`config.mk`:
```
export PLATFORM = sky130hd
export DESIGN_NAME = sdram_arbiter
export DESIGN_NICKNAME = d
export VERILOG_FILES = /design/src/rtl/sdram_arb_pkg.sv /design/src/rtl/sdram_arb_rr.sv /design/src/rtl/sdram_arbiter.sv
export SDC_FILE = /design/constraint.sdc
export NUM_CORES = 1
export LEC_CHECK = 0
export ABC_CLOCK_PERIOD_IN_PS = 3840
export CAP_MARGIN = 20
export CORE_ASPECT_RATIO = 0.9
export CORE_MARGIN = 2
export CORE_UTILIZATION = 35
export CTS_CLUSTER_DIAMETER = 50
export DETAILED_ROUTE_END_ITERATION = 10
export DONT_BUFFER_PORTS = 1
export GPL_ROUTABILITY_DRIVEN = 0
export PLACE_DENSITY_LB_ADDON = 0.12
export SYNTH_ARGS = -nofsm -noshare
export SYNTH_HDL_FRONTEND = slang
export SYNTH_SLANG_ARGS = --single-unit
```
`constraint.sdc`:
```
create_clock -name i_clk -period 3.84 [get_ports i_clk]
set_input_delay 0.768 -clock i_clk [delete_from_list [all_inputs] [get_ports i_clk]]
set_output_delay 0.768 -clock i_clk [all_outputs]
set_load 0.05 [all_outputs]
```
`src/rtl/sdram_arb_pkg.sv`:
```
// Shared constants and types for the three-port SDRAM slot arbiter.
package sdram_arb_pkg;

   localparam int NUM_PORTS  = 3;
   localparam int DEF_ADDR_W = 25;
   localparam int DEF_DATA_W = 8;

   typedef logic [1:0] port_idx_t;

   localparam port_idx_t PORT_LOAD = 2'd0;
   localparam port_idx_t PORT_CPU  = 2'd1;
   localparam port_idx_t PORT_VID  = 2'd2;

   typedef enum logic {
      ST_IDLE = 1'b0,
      ST_BUSY = 1'b1
   } arb_state_t;

endpackage

```
`src/rtl/sdram_arb_rr.sv`:
```
// Two-way round-robin picker between the CPU and video ports.
// The pointer advances only when one of the two ports actually wins a slot.
module sdram_arb_rr (
   input  logic i_clk,
   input  logic i_reset,
   input  logic i_slot_start,
   input  logic i_req1,
   input  logic i_req2,
   input  logic i_block,
   output logic o_grant1,
   output logic o_grant2
);

   // 0: port 1 has the turn, 1: port 2 has the turn
   logic r_ptr;

   always_comb begin
      o_grant1 = 1'b0;
      o_grant2 = 1'b0;
      if (!i_block) begin
         if (i_req1 && (!r_ptr || !i_req2)) begin
            o_grant1 = 1'b1;
         end else if (i_req2) begin
            o_grant2 = 1'b1;
         end
      end
   end

   always_ff @(posedge i_clk) begin
      if (i_reset) begin
         r_ptr <= 1'b0;
      end else if (i_slot_start) begin
         if (o_grant1) begin
            r_ptr <= 1'b1;
         end else if (o_grant2) begin
            r_ptr <= 1'b0;
         end
      end
   end

endmodule

```
`src/rtl/sdram_arbiter.sv`:
```
// Slot-based arbiter sharing one SDRAM controller port among loader, CPU and video.
// Optional forced refresh slots are enabled by defining SDRAM_ARB_REFRESH_EN.
module sdram_arbiter
   import sdram_arb_pkg::*;
#(
   parameter int ADDR_W        = DEF_ADDR_W,
   parameter int DATA_W        = DEF_DATA_W,
   parameter int REFRESH_SLOTS = 32
) (
   input  logic              i_clk,
   input  logic              i_reset,
   input  logic              i_clkref,
   input  logic              i_p0_req,
   input  logic              i_p0_we,
   input  logic [ADDR_W-1:0] i_p0_addr,
   input  logic [DATA_W-1:0] i_p0_din,
   output logic [DATA_W-1:0] o_p0_dout,
   output logic              o_p0_ack,
   input  logic              i_p1_req,
   input  logic              i_p1_we,
   input  logic [ADDR_W-1:0] i_p1_addr,
   input  logic [DATA_W-1:0] i_p1_din,
   output logic [DATA_W-1:0] o_p1_dout,
   output logic              o_p1_ack,
   input  logic              i_p2_req,
   input  logic              i_p2_we,
   input  logic [ADDR_W-1:0] i_p2_addr,
   input  logic [DATA_W-1:0] i_p2_din,
   output logic [DATA_W-1:0] o_p2_dout,
   output logic              o_p2_ack,
   output logic [ADDR_W-1:0] o_mem_addr,
   output logic [DATA_W-1:0] o_mem_din,
   output logic              o_mem_oe,
   output logic              o_mem_we,
   input  logic [DATA_W-1:0] i_mem_dout,
   output logic              o_dbg_state
);

   logic                 r_clkref_d;
   arb_state_t           r_state;
   port_idx_t            r_grant;
   logic [NUM_PORTS-1:0] r_ack;
   logic [DATA_W-1:0]    r_dout0;
   logic [DATA_W-1:0]    r_dout1;
   logic [DATA_W-1:0]    r_dout2;
   logic [ADDR_W-1:0]    r_mem_addr;
   logic [DATA_W-1:0]    r_mem_din;
   logic                 r_mem_oe;
   logic                 r_mem_we;

   logic                 w_slot_start;
   logic                 w_force_idle;
   logic                 w_grant1;
   logic                 w_grant2;
   logic                 w_win_valid;
   port_idx_t            w_win;
   logic                 w_win_we;
   logic [ADDR_W-1:0]    w_win_addr;
   logic [DATA_W-1:0]    w_win_din;
   logic [NUM_PORTS-1:0] w_req;
   logic [NUM_PORTS-1:0] w_acked;
   logic [NUM_PORTS-1:0] w_cand;

   assign w_slot_start = i_clkref & ~r_clkref_d;
   assign w_req        = {i_p2_req, i_p1_req, i_p0_req};

   // The port completing at this boundary may still hold req; it must not win again.
   always_comb begin
      w_acked = '0;
      if (w_slot_start && r_state == ST_BUSY) begin
         w_acked[r_grant] = 1'b1;
      end
   end

   assign w_cand = w_req & ~w_acked;

`ifdef SDRAM_ARB_REFRESH_EN
   localparam int REF_W = $clog2(REFRESH_SLOTS + 1);
   logic [REF_W-1:0] r_ref_cnt;

   assign w_force_idle = (r_ref_cnt == REF_W'(REFRESH_SLOTS));

   always_ff @(posedge i_clk) begin
      if (i_reset) begin
         r_ref_cnt <= '0;
      end else if (w_slot_start) begin
         if (w_win_valid) begin
            r_ref_cnt <= r_ref_cnt + REF_W'(1);
         end else begin
            r_ref_cnt <= '0;
         end
      end
   end
`else
   // Idle slots come only from bus slack; the slot budget has no effect here.
   assign w_force_idle = 1'b0 & (REFRESH_SLOTS > 0);
`endif

   sdram_arb_rr u_rr (
      .i_clk        (i_clk),
      .i_reset      (i_reset),
      .i_slot_start (w_slot_start),
      .i_req1       (w_cand[PORT_CPU]),
      .i_req2       (w_cand[PORT_VID]),
      .i_block      (w_cand[PORT_LOAD] | w_force_idle),
      .o_grant1     (w_grant1),
      .o_grant2     (w_grant2)
   );

   assign w_win_valid = ~w_force_idle & (w_cand[PORT_LOAD] | w_grant1 | w_grant2);

   always_comb begin
      w_win = PORT_LOAD;
      if (!w_cand[PORT_LOAD]) begin
         w_win = w_grant1 ? PORT_CPU : PORT_VID;
      end
   end

   always_comb begin
      case (w_win)
         PORT_LOAD: begin
            w_win_addr = i_p0_addr;
            w_win_din  = i_p0_din;
            w_win_we   = i_p0_we;
         end
         PORT_CPU: begin
            w_win_addr = i_p1_addr;
            w_win_din  = i_p1_din;
            w_win_we   = i_p1_we;
         end
         default: begin
            w_win_addr = i_p2_addr;
            w_win_din  = i_p2_din;
            w_win_we   = i_p2_we;
         end
      endcase
   end

   always_ff @(posedge i_clk) begin
      r_clkref_d <= i_clkref;
      if (i_reset) begin
         r_state    <= ST_IDLE;
         r_grant    <= PORT_LOAD;
         r_ack      <= '0;
         r_dout0    <= '0;
         r_dout1    <= '0;
         r_dout2    <= '0;
         r_mem_addr <= '0;
         r_mem_din  <= '0;
         r_mem_oe   <= 1'b0;
         r_mem_we   <= 1'b0;
      end else begin
         r_ack <= '0;
         if (w_slot_start) begin
            // Completion of the slot that is ending, then arbitration for the next one.
            if (r_state == ST_BUSY) begin
               r_ack <= w_acked;
               if (!r_mem_we) begin
                  case (r_grant)
                     PORT_LOAD: r_dout0 <= i_mem_dout;
                     PORT_CPU:  r_dout1 <= i_mem_dout;
                     default:   r_dout2 <= i_mem_dout;
                  endcase
               end
            end
            if (w_win_valid) begin
               r_state    <= ST_BUSY;
               r_grant    <= w_win;
               r_mem_addr <= w_win_addr;
               r_mem_din  <= w_win_din;
               r_mem_we   <= w_win_we;
               r_mem_oe   <= ~w_win_we;
            end else begin
               r_state    <= ST_IDLE;
               r_mem_addr <= '0;
               r_mem_din  <= '0;
               r_mem_we   <= 1'b0;
               r_mem_oe   <= 1'b0;
            end
         end
      end
   end

   assign o_p0_ack    = r_ack[PORT_LOAD];
   assign o_p1_ack    = r_ack[PORT_CPU];
   assign o_p2_ack    = r_ack[PORT_VID];
   assign o_p0_dout   = r_dout0;
   assign o_p1_dout   = r_dout1;
   assign o_p2_dout   = r_dout2;
   assign o_mem_addr  = r_mem_addr;
   assign o_mem_din   = r_mem_din;
   assign o_mem_oe    = r_mem_oe;
   assign o_mem_we    = r_mem_we;
   assign o_dbg_state = r_state;

endmodule
```
==> summary.md, run 1 <==
| Metric | Value |
|---|---|
| Run status | complete, no violations |
| Met2 wire len | 3920 um |
| Crit path max fanout | 16 |
| Top post-synthesis cells by area | dfxtp_1 (43%), o31ai_2 (12%), mux2i_1 (8.1%) |
| Total CTS buffers | 9 |
| I/O Pins | 179 |
| GRT overflow | 0 |
| Final hold vios | 0 |
| Top sig layer | met4 |
| Met1 wire length | 3440 um |
| Max VDD drop | 0.237 mV |
| Cells after Synth | 333 |
| CP delay by family, top | simple AND/OR/NAND/NOR gates |
| Slowest CP cell | dfxtp_1 |
| GR Util All Layers | 0.169 |
| Slew HR | 0.392 |
| Critical path buffers and inverters | 1 |
| Synth top area share | 0.434 |
| Final setup viols | 0 |
| Share of layout cells above drive strength 1 | 0.174 |
| Synth unique cells | 42 |
| Max-cap violation count | 0 |
| CTS hold repair buffers | 0 |
| Top_reg_cell synth | dfxtp_1 |
| Post_cts resized | 0 |
| Mapped Nets | 449 |
| Number of synthesized register bits | 67 |
| Die Y | 93.2 um |
| Largest area contributor in the netlist | dfxtp_1 |
| Crit path cell chain | and4bb_1 -> a31oi_1 -> o21ai_2 -> or2_2 -> buf_4 -> o31ai_2 |
| Clock-pin slew on the worst setup and hold paths | about 0.070 ns |
| Core area | 8570 sq um |
| CP Capture Type | flop |
| Post-detail-place hpwl | 6070 um |
| Area growth syn-to-layout | 8.74% |
| RSZ-0062 raised after global routing | no |
| Number of global-route vias before repair | 2364 |
| Die Width | 103 um |
| Synthesis Warnings | 0 |
| Post-CTS Setup Repair Bufs | 0 |
| Die area | 9600 sq um |
| DRT antenna net count | 0 |
| Worst Path Required | 4.06 ns |
| Startpoint Class | flop |
| Clock latency at the later pin of the worst-skew pair | 0.34 ns |
| Most numerous cell in the Yosys netlist | dfxtp_1 |
| Hold Slack | 0.456 ns |
| Vias per inst | 5.42 |
| NumNets Final | 438 |
| DR WL/cell | 18.7 um |
| Routed wl met3 | around 830 um |
| Seq/Total Area, Yosys | 0.434 |
| Switching Fraction | 0.278 |
| Routed wire length | about 8300 um |
| DP Worst Slack | 1.12 ns |
| Port buffer count | 0 |
| Sw Pwr | 0.453 mW |
| Comb pwr share | 0.084 |
| Root Buffer | clkbuf_8 |
| Initial Utilization | 0.361 |
| Drt first pass iters | 4 |
| H-tree depth | 3 |
| Maximum clock insertion buffer count | 2 |
| Worst Path Arrival | roughly 2.9 ns |
| CTS Sinks | 67 |
| Final setup margin | approximately 1.1 ns |
| Pin count of the biggest net entering global routing | 38 |
| Setup TNS | 0 ns |
| Reg power frac | 0.509 |
| Max Clock Skew | 0.00545 ns |
| Max Slew Vio Count | 0 |
| Post-Synthesis Cell Area | between 3000 and 4000 sq um |
| DRC | 0 |
| Diodes inserted | 0 |
| Layout fillers | 875 |
| Pwr dens | ~480 nW/um^2 |
| Placed inst area | around 3100 sq um |
| Initial antenna violation count | 0 |
| Cell Int Power | 1.18 mW |
| Post-synth ARST share | 0 |
| Leakage power | 1.21 nW |
| Fin crit period | approximately 2.7 ns |
| DRT iter0 DRCs | 78 |
| CTS tree | built |
| Clock network fraction of design power | 0.408 |
| Highest Clock Rate | roughly 0.37 GHz |
| Slowest stage delay, CP | roughly 0.74 ns |
| Worst slew pin tran | 0.908 ns |
| Routed vias | 2416 |
| Crit share post-route | 0.705 |
| Worst setup path class | flop to flop |
| First-pass GRT wire length | 12400 um |
| Design area | 3360 sq um |
| Post-synth top cells | dfxtp_1 (67), nor2_1 (62), nand2_1 (38) |
| Worst hold path class | input pin to flop |
| EDFF count, synth | 0 |
| Row count | 32 |
| Syn Area/Cell | 9.28 sq um |
flip-flops by register name, summed over array words and instances (netlist names), 2 cells and up:
name        count
o_mem_addr     25
o_mem_din       8
o_p0_dout       8
o_p1_dout       8
o_p2_dout       8
r_ack           3
r_grant         2
metrics by stage:
stage / std cells / power (mW) / util
after CTS: 446 / 1.66 / 0.392
after detailed placement: 430 / 0.984 / 0.366
after floorplan: 333 / 0.963 / -
after global placement: 430 / 0.981 / 0.366
final: 446 / 1.63 / 0.392
after global routing: 446 / 1.70 / 0.392
power groups by stage:
stage | sequential [mW] | combinational (mW) | clock, mW
2_1_floorplan | 0.836 | 0.127 | 0
3_3_place_gp | 0.845 | 0.136 | 0
3_5_place_dp | 0.846 | 0.138 | 0
4_1_cts | 0.829 | 0.138 | 0.689
5_1_grt | 0.833 | 0.153 | 0.714
6_report | 0.829 | 0.136 | 0.664
cell families (layout without fill, tap and decap cells):
| kind of cell | after synthesis | count (layout) | share of synthesized area |
|---|---|---|---|
| mux | 25 | 25 | 0.0809 |
| simple gates | 125 | 125 | 0.182 |
| buf+inv | 27 | 21 | 0.0478 |
| flops | 67 | 67 | 0.434 |
| compound gates | 89 | 89 | 0.256 |
path summary, 6_finish.rpt:
| kind | from | endpoint | slack [ns] | depth (start not counted) |
|---|---|---|---|---|
| setup / recovery | o_dbg_state | o_mem_addr[21] | 1.13 | 6 |
| hold reg to reg | u_rr.r_ptr | u_rr.r_ptr | 0.55 | 2 |
| hold / removal | i_clkref | r_clkref_d | 0.46 | 0 |
| setup reg to reg | o_dbg_state | o_mem_addr[21] | 1.13 | 6 |
layout make-up:
type | instances | area [sq um] | area share
multi-input cells | 239 | 1610 | 0.479
repair buffers | 4 | 30.0 | 0.00893
flip-flops and latches | 67 | 1340 | 0.399
clock inverters | 4 | 72.6 | 0.0216
well taps | 119 | 149 | 0.0443
inverters | 1 | 3.75 | 0.00112
clock buffers | 12 | 155 | 0.0461
cells in the final DEF (no fill, tap or decap), types with 2 or more instances in the layout:
master and n:
nand2_1 38, dfxtp_1 67, nor4_1 2, o21ai_2 2, buf_4 4, a211oi_1 2
a222oi_1 3, o21ai_1 2, and4bb_1 2, nand2b_1 6, o22ai_1 31, nor3_1 3
o21ai_0 2, o31ai_2 29, or2_2 2, nor2_1 61, nor2b_1 2, bufinv_16 2
mux2i_1 25, a21oi_1 3, a31oi_1 3, a221oi_1 3, clkbuf_8 11
per-layer routing:
metal / GRT usage / vias to the layer above
met5: 0 / -
li1: - / 1183
met4: 0.0592 / 0
met3: 0.0673 / 14
met2: 0.277 / 107
met1: 0.199 / 1112
No activity file was read; power rests on OpenSTA's default activity.
==> run 2, diff against run 1 <==
--- a/config.mk
+++ b/config.mk
@@ -5,7 +5,7 @@
 export SDC_FILE = /design/constraint.sdc
 export NUM_CORES = 1
 export LEC_CHECK = 0
-export ABC_CLOCK_PERIOD_IN_PS = 3840
+export ABC_CLOCK_PERIOD_IN_PS = 2600
 export CAP_MARGIN = 20
 export CORE_ASPECT_RATIO = 0.9
 export CORE_MARGIN = 2
==> constraint.sdc (replaced) <==
create_clock -name i_clk -period 2.6 [get_ports i_clk]
set_input_delay 0.52 -clock i_clk [delete_from_list [all_inputs] [get_ports i_clk]]
set_output_delay 0.52 -clock i_clk [all_outputs]
set_load 0.05 [all_outputs]
==> run 2 against run 1 <==
Compared with the run above:
- non-clock buffer count increased by 3
- worst setup slack worse by 0.82 ns
- critical path type unchanged
- largest power group unchanged
- routed wire length shrank 0.88%
- cell area grew 1.7%
- clock skew rose by 0.0028 ns
- first-iteration DRC count up 15%
- global-route usage down 0.10 points
- sequential cell count did not move
- sequential share of layout area fell by 0.67 points
- die area is the same
- clock-buffer cell count is 2 lower
==> summary.md, run 2 (synthesized netlist as in run 1, its figures left out) <==
| Metric | Value |
|---|---|
| Maximum clock insertion buffer count | 2 (unchanged) |
| Port buffer count | 0 (unchanged) |
| CTS Sinks | 67 (unchanged) |
| Total power | 2.50 mW (+54%) |
| Slowest CP cell | dfxtp_1 |
| Die area | 9600 sq um (unchanged) |
| Commonest non-fill, non-tap cells in the layout | dfxtp_1 (67), nor2_1 (61), nand2_1 (38) |
| Final hold vios | 0 (unchanged) |
| NumNets Final | 441 (+0.68%) |
| Post_cts resized | 0 (unchanged) |
| Slowest stage delay, CP | 0.64 ns (-0.10 ns) |
| Clock network fraction of design power | 0.427 (+0.019) |
| Critical path buffers and inverters | 0 (-1) |
| RSZ-0062 raised after global routing | no |
| Leakage power | 1.24 nW (+2.9%) |
| Crit path max fanout | 31 (+15) |
| Clock-pin slew on the worst setup and hold paths | 0.08 ns (about the same) |
| Comb pwr share | 0.085 (about the same) |
| Worst slew pin tran | 0.920 ns (+0.0123 ns) |
| Worst hold path class | input pin to flop |
| Max Slew Vio Count | 0 (unchanged) |
| Cell Int Power | 1.82 mW (+54%) |
| Most common cell after layout, fill and taps aside | dfxtp_1 |
| Routed vias | 2460 (+1.8%) |
| Pwr dens | 732 nW/um^2 (+51%) |
| Final setup margin | 0.316 ns (-0.818 ns) |
| Crit path cell chain | and4bb_1 -> a31oi_1 -> o21ai_2 -> or2_2 -> o31ai_2 |
| Worst Path Required | 2.85 ns (-1.21 ns) |
| Post-CTS Setup Repair Bufs | 0 (unchanged) |
| I/O Pins | 179 (unchanged) |
| Fin crit period | 2.28 ns (-0.422 ns) |
| Diodes inserted | 0 (unchanged) |
| Reg power frac | 0.488 (-0.021) |
| DRT iter0 DRCs | 90 (+15%) |
| DRT antenna net count | 0 (unchanged) |
| H-tree depth | 3 (unchanged) |
| Max Clock Skew | 0.00829 ns (+0.00283 ns) |
| CP delay by family, top | simple AND/OR/NAND/NOR gates |
| Pin count of the biggest net entering global routing | 38 (unchanged) |
| Die Y | 93.2 um (unchanged) |
| Crit share post-route | 0.878 (+0.174) |
| Clock latency at the later pin of the worst-skew pair | 0.34 ns (about the same) |
| Setup TNS | 0 ns (unchanged) |
| GR Util All Layers | 0.168 (-0.00101) |
| Core area | 8570 sq um (unchanged) |
| Root Buffer | clkbuf_8 |
| Slew HR | 0.386 (-0.00558) |
| DP Worst Slack | 0.317 ns (-0.800 ns) |
| Initial antenna violation count | 0 (unchanged) |
| Layout fillers | 897 (+2.5%) |
| Worst Path Arrival | 2.53 ns (-0.39 ns) |
| DR WL/cell | 18.4 um (-1.5%) |
| Post-detail-place hpwl | 6020 um (-0.73%) |
| Run status | complete, no violations |
| Die Width | 103 um (unchanged) |
| CTS hold repair buffers | 0 (unchanged) |
| Max-cap violation count | 0 (unchanged) |
| Total CTS buffers | 9 (unchanged) |
| Vias per inst | 5.48 (+1.1%) |
| Number of global-route vias before repair | 2331 (-1.4%) |
| Worst setup path class | flop to flop |
| Area growth syn-to-layout | 10.6% |
| Final setup viols | 0 (unchanged) |
| Sw Pwr | 0.686 mW (+51%) |
| Switching Fraction | 0.274 (-0.00384) |
| First-pass GRT wire length | 12200 um (-1.4%) |
| CTS tree | built |
| Routed wire length | 8260 um (-0.88%) |
| Row count | 32 (unchanged) |
| Max VDD drop | 0.357 mV (+51%) |
| DRC | 0 (unchanged) |
| Startpoint Class | flop |
| Initial Utilization | 0.361 (unchanged) |
| Number of flip-flops in the largest register | 25 (unchanged) |
| GRT overflow | 0 (unchanged) |
| Share of layout cells above drive strength 1 | 0.185 (+0.0105) |
| Highest Clock Rate | 0.438 GHz (+18%) |
| CP Capture Type | flop |
| Drt first pass iters | 4 (unchanged) |
run 2: changes by cell type in the layout (fill, tap and decap cells not counted):
cell	change
clkinvlp_4	-1
buf_4	+2
bufinv_16	+1
clkbuf_8	-1
clkinv_4	+2
buf_12	+1
clkbuf_1	-1
run 2: metrics by stage:
| step | utilization | instances | cell area [sq um] | hold slack, ns |
|---|---|---|---|---|
| finish | 0.399 | 449 | 3420 | 0.202 |
| global route | 0.399 | 449 | 3420 | 0.170 |
| CTS | 0.399 | 449 | 3420 | 0.176 |
| detailed placement | 0.370 | 433 | 3170 | 0.546 |
| global placement | 0.370 | 433 | 3170 | 0.538 |
| floorplan | - | 333 | 3090 | 0.525 |
run 2: final timing paths:
path	start	to	slack, ns	depth (start not counted)
setup reg to reg	r_grant[1]	o_mem_addr[8]	0.32	5
setup / recovery	r_grant[1]	o_mem_addr[8]	0.32	5
hold reg to reg	u_rr.r_ptr	u_rr.r_ptr	0.56	2
hold / removal	i_clkref	r_clkref_d	0.20	0
run 2: cell type report:
| class | count | area, sq um | area share |
|---|---|---|---|
| flip-flops and latches | 67 | 1340 | 0.392 |
| clock inverters | 6 | 113 | 0.0329 |
| multi-input cells | 239 | 1610 | 0.471 |
| well taps | 119 | 149 | 0.0435 |
| repair buffers | 7 | 65.1 | 0.0190 |
| inverters | 1 | 3.75 | 0.00110 |
| clock buffers | 10 | 138 | 0.0402 |
run 2: worst reg2reg max path: cells and delay by family, from the launching register on:
| family | cells | cell delay [ns] |
|---|---|---|
| and+or+nand+nor | 2 | 0.91 |
| DFF | 1 | 0.64 |
| AOI/OAI and AO/OA | 3 | 0.64 |
run 2: power groups by stage:
stage	combinational, mW	sequential (mW)	clock, mW
finish	0.214	1.22	1.07
global route	0.237	1.22	1.16
CTS	0.216	1.22	1.11
detailed placement	0.216	1.24	0
global placement	0.214	1.24	0
floorplan	0.187	1.23	0
run 2: metal layers:
layer	global-route usage	wire [um]
met1	0.189	3320
met2	0.285	3960
met3	0.0740	822
met4	0.0482	157
met5	0	0
==> run 3, diff against run 2 <==
--- a/config.mk
+++ b/config.mk
@@ -5,7 +5,7 @@
 export SDC_FILE = /design/constraint.sdc
 export NUM_CORES = 1
 export LEC_CHECK = 0
-export ABC_CLOCK_PERIOD_IN_PS = 2600
+export ABC_CLOCK_PERIOD_IN_PS = 2400
 export CAP_MARGIN = 20
 export CORE_ASPECT_RATIO = 0.9
 export CORE_MARGIN = 2
==> constraint.sdc (replaced) <==
create_clock -name i_clk -period 2.4 [get_ports i_clk]
set_input_delay 0.48 -clock i_clk [delete_from_list [all_inputs] [get_ports i_clk]]
set_output_delay 0.48 -clock i_clk [all_outputs]
set_load 0.05 [all_outputs]
==> run 3 against run 2 <==
Compared with the run above:
- sequential cell count unchanged
- die area unchanged
- sequential share of layout area up 0.32 points
- sequential power up 8%
- utilization down 0.32 points
- largest power group unchanged
- global-route usage up 0.57 points
==> summary.md, run 3 (synthesized netlist as in run 1, its figures left out) <==
| Metric | Value |
|---|---|
| Die Y | 93.2 um (unchanged) |
| Leakage power | 1.22 nW (-1.6%) |
| Port buffer count | 0 (unchanged) |
| Max Slew Vio Count | 0 (unchanged) |
| Post-detail-place hpwl | 6220 um (+3.3%) |
| First-pass GRT wire length | 12700 um (+3.7%) |
| I/O Pins | 179 (unchanged) |
| Setup TNS | 0 ns (unchanged) |
| DRT antenna net count | 0 (unchanged) |
| Initial antenna violation count | 0 (unchanged) |
| Highest Clock Rate | 0.484 GHz (+10%) |
| Startpoint Class | flop |
| Crit share post-route | 0.861 (-0.0170) |
| Initial Utilization | 0.361 (unchanged) |
| Worst slew pin tran | 0.773 ns (-0.148 ns) |
| Total CTS buffers | 9 (unchanged) |
| Die Width | 103 um (unchanged) |
| DRC | 0 (unchanged) |
| Placed cell count | 436 (+0.69%) |
| CTS Sinks | 67 (unchanged) |
| Worst Path Required | 2.64 ns (-0.21 ns) |
| Clock latency at the later pin of the worst-skew pair | 0.34 ns (about the same) |
| Layout fillers | 907 (+1.1%) |
| Drt first pass iters | 4 (unchanged) |
| GRT overflow | 0 (unchanged) |
| Root Buffer | clkbuf_8 |
| CTS tree | built |
| Slowest stage delay, CP | 0.44 ns (-0.20 ns) |
| Final setup viols | 0 (unchanged) |
| Core area | 8570 sq um (unchanged) |
| Max Clock Skew | 0.00862 ns (+0.000334 ns) |
| Run status | complete, no violations |
| Pwr dens | 748 nW/um^2 (+2.3%) |
| DR WL/cell | 18.9 um (+2.5%) |
| Row count | 32 (unchanged) |
| NumNets Final | 444 (+0.68%) |
| Die area | 9600 sq um (unchanged) |
| CP delay by family, top | simple AND/OR/NAND/NOR gates |
| Critical path buffers and inverters | 1 (+1) |
| Routed vias | 2496 (+1.5%) |
| Pin count of the biggest net entering global routing | 38 (unchanged) |
| Maximum clock insertion buffer count | 2 (unchanged) |
| Most common cell after layout, fill and taps aside | dfxtp_1 |
| Number of global-route vias before repair | 2484 (+6.6%) |
| RSZ-0062 raised after global routing | no |
| CP Capture Type | flop |
| Crit path cell chain | nand4bb_1 -> nor3_1 -> a221oi_4 -> buf_4 -> nand2b_1 -> a221oi_1 |
| Vias per inst | 5.52 (+0.79%) |
| Area growth syn-to-layout | 9.71% |
| Post-CTS Setup Repair Bufs | 0 (unchanged) |
| Slowest CP cell | nor3_1 |
| CTS hold repair buffers | 0 (unchanged) |
| H-tree depth | 3 (unchanged) |
| GR Util All Layers | 0.173 (+0.00573) |
| Diodes inserted | 0 (unchanged) |
| Worst hold path class | input pin to flop |
| Routed wire length | 8520 um (+3.2%) |
| Final hold vios | 0 (unchanged) |
| Max-cap violation count | 0 (unchanged) |
| Slew HR | 0.484 (+0.0979) |
| Worst Path Arrival | 2.31 ns (-0.22 ns) |
| Worst setup path class | flop to flop |
| Post_cts resized | 0 (unchanged) |
| Share of layout cells above drive strength 1 | 0.192 (+0.00734) |
| Fin crit period | 2.07 ns (-0.217 ns) |
| Fin cells | 452 (+0.67%) |
| Max VDD drop | 0.367 mV (+2.7%) |
| DRT iter0 DRCs | 79 (-12%) |
| Clock-pin slew on the worst setup and hold paths | 0.08 ns (about the same) |
| Commonest non-fill, non-tap cells in the layout | dfxtp_1 (67), nor2_1 (61), nand2_1 (38) |
| Number of flip-flops in the largest register | 25 (unchanged) |
| Crit path max fanout | 15 (-52%) |
## run 3: final timing paths
check	to	cells after the start	slack, ns	start
hold reg to reg	o_dbg_state	2	0.51	o_dbg_state
hold / removal	r_clkref_d	0	0.16	i_clkref
setup / recovery	o_mem_din[4]	6	0.33	r_grant[0]
setup reg to reg	o_mem_din[4]	6	0.33	r_grant[0]
## run 3: stage by stage
stage	hold slack, ns	worst slack, ns	utilization	instance area, sq um	total power, mW
floorplan	0.508	0.435	-	3090	1.54
global placement	0.502	0.382	0.371	3180	1.58
detailed placement	0.497	0.345	0.371	3180	1.58
CTS	0.137	0.316	0.396	3390	2.59
global route	0.134	0.113	0.396	3390	2.66
finish	0.161	0.333	0.396	3390	2.54
## run 3: layout make-up
class,count,area [sq um],share of cell area
multi-input cells,239,1610,0.475
flip-flops and latches,67,1340,0.395
clock buffers,11,151,0.0446
well taps,119,149,0.0439
repair buffers,10,75.1,0.0221
clock inverters,5,61.3,0.0181
inverters,1,3.75,0.00111
## run 3: worst reg2reg max path: cells and delay by family, from the launching register on
| kind | cells | cell delay (ns) |
|---|---|---|
| simple gates | 3 | 1.03 |
| buf+inv | 1 | 0.20 |
| compound gates | 2 | 0.33 |
| flops | 1 | 0.40 |
## run 3: layer usage
metal	part of all wire	global-route usage	up-vias
met4	0.021	0.0636	0
met1	0.40	0.198	1166
met3	0.10	0.0725	14
li1	-	-	1200
met5	0	0	-
met2	0.48	0.288	116
## run 3: where the power goes
group	internal (mW)	leakage (nW)	switching, mW	total, mW
sequential	1.15	0.545	0.167	1.32
clock	0.538	0.0978	0.448	0.986
combinational	0.0937	0.581	0.139	0.233
total	1.78	1.22	0.754	2.54
